**src/rtl/event_encoder83.sv**
```systemverilog
// Registered 7-to-3 event encoder: synchronizes request lines, captures rising
// edges as pending events and emits one code (bit k -> k+1) per valid/ready transfer.
module event_encoder83 #(
    parameter int SYNC_STAGES = 2,
    parameter bit LOW_FIRST   = 1'b0
) (
    input  logic       clk,
    input  logic       rst_n,
    input  logic [6:0] req,
    input  logic       ready,
    input  logic       clr_overrun,
    output logic [2:0] code,
    output logic       valid,
    output logic [6:0] pending,
    output logic       overrun
);

    typedef enum logic {IDLE, HOLD} state_t;

    state_t                        state_q, state_d;
    logic [SYNC_STAGES-1:0][6:0]   sync_q;
    logic [6:0]                    prev_q;
    logic [6:0]                    pend_q, pend_d;
    logic [2:0]                    sel_q, sel_d;
    logic [2:0]                    code_q, code_d;
    logic                          valid_q, valid_d;
    logic                          ovr_q, ovr_d;
    logic [6:0]                    rise;
    logic [6:0]                    acc_mask;
    logic                          accept;
    logic                          ovr_set;

    // Scan order makes the last hit the winner: ascending for highest-first,
    // descending for lowest-first.
    function automatic logic [2:0] pick(input logic [6:0] p);
        logic [2:0] k;
        int unsigned j;
        k = '0;
        for (int unsigned i = 0; i < 7; i++) begin
            j = LOW_FIRST ? (6 - i) : i;
            if (p[j]) k = 3'(j);
        end
        return k;
    endfunction

    assign rise     = sync_q[SYNC_STAGES-1] & ~prev_q;
    assign accept   = (state_q == HOLD) && ready;
    assign acc_mask = accept ? (7'd1 << sel_q) : '0;
    assign ovr_set  = |(rise & pend_q & ~acc_mask);

    always_comb begin
        pend_d  = (pend_q & ~acc_mask) | rise;
        ovr_d   = ovr_set ? 1'b1 : (clr_overrun ? 1'b0 : ovr_q);
        state_d = state_q;
        sel_d   = sel_q;
        code_d  = code_q;
        valid_d = valid_q;
        unique case (state_q)
            IDLE: begin
                if (pend_q != '0) begin
                    sel_d   = pick(pend_q);
                    code_d  = pick(pend_q) + 3'd1;
                    valid_d = 1'b1;
                    state_d = HOLD;
                end
            end
            HOLD: begin
                if (ready) begin
                    code_d  = '0;
                    valid_d = 1'b0;
                    state_d = IDLE;
                end
            end
            default: state_d = IDLE;
        endcase
    end

    always_ff @(posedge clk) begin
        if (!rst_n) begin
            sync_q  <= '0;
            prev_q  <= '0;
            pend_q  <= '0;
            state_q <= IDLE;
            sel_q   <= '0;
            code_q  <= '0;
            valid_q <= 1'b0;
            ovr_q   <= 1'b0;
        end else begin
            sync_q  <= {sync_q[SYNC_STAGES-2:0], req};
            prev_q  <= sync_q[SYNC_STAGES-1];
            pend_q  <= pend_d;
            state_q <= state_d;
            sel_q   <= sel_d;
            code_q  <= code_d;
            valid_q <= valid_d;
            ovr_q   <= ovr_d;
        end
    end

    assign code    = code_q;
    assign valid   = valid_q;
    assign pending = pend_q;
    assign overrun = ovr_q;

endmodule

```
**config.mk**
```make
export PLATFORM = sky130hd
export DESIGN_NAME = event_encoder83
export DESIGN_NICKNAME = d
export VERILOG_FILES = /design/src/rtl/event_encoder83.sv
export SDC_FILE = /design/constraint.sdc
export NUM_CORES = 1
export LEC_CHECK = 0
export CORE_MARGIN = 8
export CORE_UTILIZATION = 46
export CTS_CLUSTER_SIZE = 25
export DETAILED_ROUTE_END_ITERATION = 8
export GPL_TIMING_DRIVEN = 0
export PLACE_DENSITY = 0.78
export SETUP_SLACK_MARGIN = 0.4
export SLEW_MARGIN = 10
export SYNTH_ARGS = -nofsm -noshare
export SYNTH_HDL_FRONTEND = slang
export SYNTH_SLANG_ARGS = --single-unit
```
**constraint.sdc**
```tcl
create_clock -name clk -period 1.25 [get_ports clk]
set_input_delay 0.25 -clock clk [delete_from_list [all_inputs] [get_ports clk]]
set_output_delay 0.25 -clock clk [all_outputs]
set_load 0.01 [all_outputs]
```
==> reports/qor.txt <==
CP arrival -> 1660 ps
DR pass1 iterations -> 4
Vias in the first global route -> 1056
Max Cap Violations -> 0
Maximum buffer depth of the clock tree -> 2
Vias -> 1062
FF-to-FF path depth -> 8
I/O pins -> 23
Worst slew margin -> 0.697
CTS tree -> yes
Setup crit end kind -> flip-flop
Total core area -> 2780 µm²
Clock skew -> 9.64 ps
WP data required -> 1490 ps
Layout area overhead -> 43.3%
Avg Inst Size Synth -> 10.4 µm²
CTS buffer count -> 5
Post-route ant nets -> 0
Worst setup path endpoint -> code[2]$_SDFFE_PN0P_
Worst IR Drop VDD -> 0.952 mV
Fin crit period -> 1420 ps
Post-synth top flop -> dfxtp_1
CP max FO -> 3
Flop pwr share -> 0.549
Hold WS -> 205 ps
Worst-Margin Slew -> 454 ps
First-pass GRT wire length -> 4790 µm
Final hold viol count -> 0
Logic pwr share -> 0.196
RSZ-0062 raised after global routing -> true
Final net count -> 183
Pin count of the biggest net entering global routing -> 13
Met2 Track Usage GR -> 0.199
Critical path origin -> pending[1]$_SDFF_PN0_
M3 GR Usage -> 0.0650
Post-CTS Hold Fix Bufs -> 0
R2R Path End -> code[2]$_SDFFE_PN0P_
ANT cells -> 0
Pwr/cell area -> 1260 nW/µm²
Final Core Density -> 0.694
Path type of the worst setup path -> reg -> reg
Sw Share -> 0.278
Die W -> 70.1 µm
Most Crowded Layer GR -> met2
Clock sink count -> 37
Post-DR wirelength/cell -> 14.8 µm
Final critical-path share of the clock period -> 1.14
DRT Wirelength -> 3000 µm
Initial Util -> 0.484
Leakage power total -> 0.000752 µW
Met1 Usage GRT -> 0.123
Sw Pwr -> 673 µW
Reg-to-reg setup timing slack -> -170 ps
Most frequent cells in the layout -> and2_1, dfxtp_1, buf_6
Row count -> 19
Worst hold path type -> in -> reg
Setup violators final -> 9
Placed Instance Area -> 1620 µm²
Global route total overflow -> 0
DPL Wire Length -> 1870 µm
Share of cells above drive strength 1 -> 0.419
Crit path launch type -> flip-flop
Outcome -> finished with violations
RR Startpoint -> pending[1]$_SDFF_PN0_
Most common cell after layout, fill and taps aside -> and2_1
Syn Nets -> 141
Port Buffers -> 21
Worst-Skew Late Latency -> 340 ps
Final slew viol count -> 0
Failing checks -> negative setup slack
Clock power share -> 0.255
DIE HEIGHT -> 70.1 µm
Yosys warns -> 0
DR iter-0 viols -> 22
Setup TNS Final -> -842 ps
Register bit count reported by yosys -> 37
Number of flops mapped to enable cells by yosys -> 0
H-tree depth -> 2
Root Buffer -> clkbuf_4
Routability cong. -> 0.747
Sequential area share after synthesis -> 0.550
Post-synthesis async set-or-reset flop share -> 0
GRT Overall Usage -> 0.122
# DRC -> 0
Post-route cell area -> 1930 µm²
Die area -> 4920 µm²
Setup ws final -> -170 ps
Cells after Synth -> 129
Total power -> 2420 µW
Synth cell types -> 31
FMAX -> 704 MHz
Clk pin slew, worst setup/hold paths -> 110 ps
Vias per inst -> 5.23
Mapped Area -> 1350 µm²
Initial antenna violation count -> 0
Internal power -> 1750 µW
## through the flow
step                      worst slack, ps  std cells
after detailed placement             -593        181
after floorplan                     -95.9        129
after global routing                 -255        203
final                                -170        203
after CTS                            -135        198
after global placement               -579        181
## kinds of logic (layout without fill, tap and decap cells)
kind of cell | Yosys count | after routing | synth area share
buf+inv | 7 | 50 | 0.0223
flops | 37 | 37 | 0.550
mux | 3 | 3 | 0.0223
compound gates | 29 | 29 | 0.155
simple gates | 51 | 51 | 0.235
fa+ha+maj | 1 | 1 | 0.00928
xor+xnor | 1 | 1 | 0.00650
## worst min-delay path by stage
stage                                    start                     to  slack [ps]  cells past startpoint
after detailed placement  sync_q[6]$_SDFF_PN0_  sync_q[13]$_SDFF_PN0_         420                      1
after global placement    sync_q[4]$_SDFF_PN0_  sync_q[11]$_SDFF_PN0_         420                      1
after global routing                     rst_n  pending[5]$_SDFF_PN0_         200                      2
after floorplan                         req[0]   sync_q[0]$_SDFF_PN0_         380                      1
final                                    rst_n  pending[0]$_SDFF_PN0_         200                      2
after CTS                                rst_n  pending[5]$_SDFF_PN0_         190                      2
## cell type report
cell class	instances	area (µm²)
Fill cell	191	851
Sequential cell	37	778
Multi-Input combinational cell	85	688
Timing Repair Buffer	35	339
Clock buffer	6	41.3
Tap cell	31	38.8
Buffer	4	18.8
Clock inverter	2	15.0
Inverter	3	11.3
## sequential cells by signal, indices dropped and copies added (netlist names)
name / cells
sync_q: 14
pending: 7
prev_q: 7
code: 3
sel_q: 3
overrun: 1
state_q: 1
valid: 1
## cell usage after synthesis, types with 2 or more instances
library cell / number / area, µm²
a21boi_0: 7 / 52.6
a21oi_1: 2 / 10.0
and2_1: 25 / 156
clkbuf_1: 3 / 11.3
dfxtp_1: 37 / 741
inv_1: 3 / 11.3
mux2i_1: 3 / 30.0
nand2_1: 7 / 26.3
nand2b_1: 2 / 12.5
nor2b_1: 4 / 25.0
o21ai_0: 7 / 35.0
o21ai_1: 2 / 10.0
o22ai_1: 2 / 12.5
o31ai_1: 2 / 15.0
or2b_2: 7 / 61.3
## what timing repair did
item / 4_1_cts / 5_1_grt
pin swaps: 9 / 4
buffers inserted: 9 / 5
gates resized for setup: 85 / 16
setup endpoints to repair: 28 / 28
## power by group through the flow
stage	sequential, µW	combinational, µW	clock (µW)
after detailed placement	1340	340	0
after global placement	1340	330	0
after floorplan	1340	193	0
after CTS	1320	427	630
after global routing	1340	517	688
final	1330	475	618
## routing by layer
metal	share of wire	wire [µm]
met1	0.39	1160
met2	0.51	1520
met3	0.068	204
met4	0.037	110
met5	0	0
## worst max-delay path, cell delays in order (launching register included)
cell	delay [ps]
dfxtp_4	370
nor2b_4	130
o21bai_1	170
a21oi_2	110
ha_4	160
xnor2_1	120
nand2_1	70
o21ai_1	50
and2_1	130
Note: power is estimated with default switching activity, not from simulation.
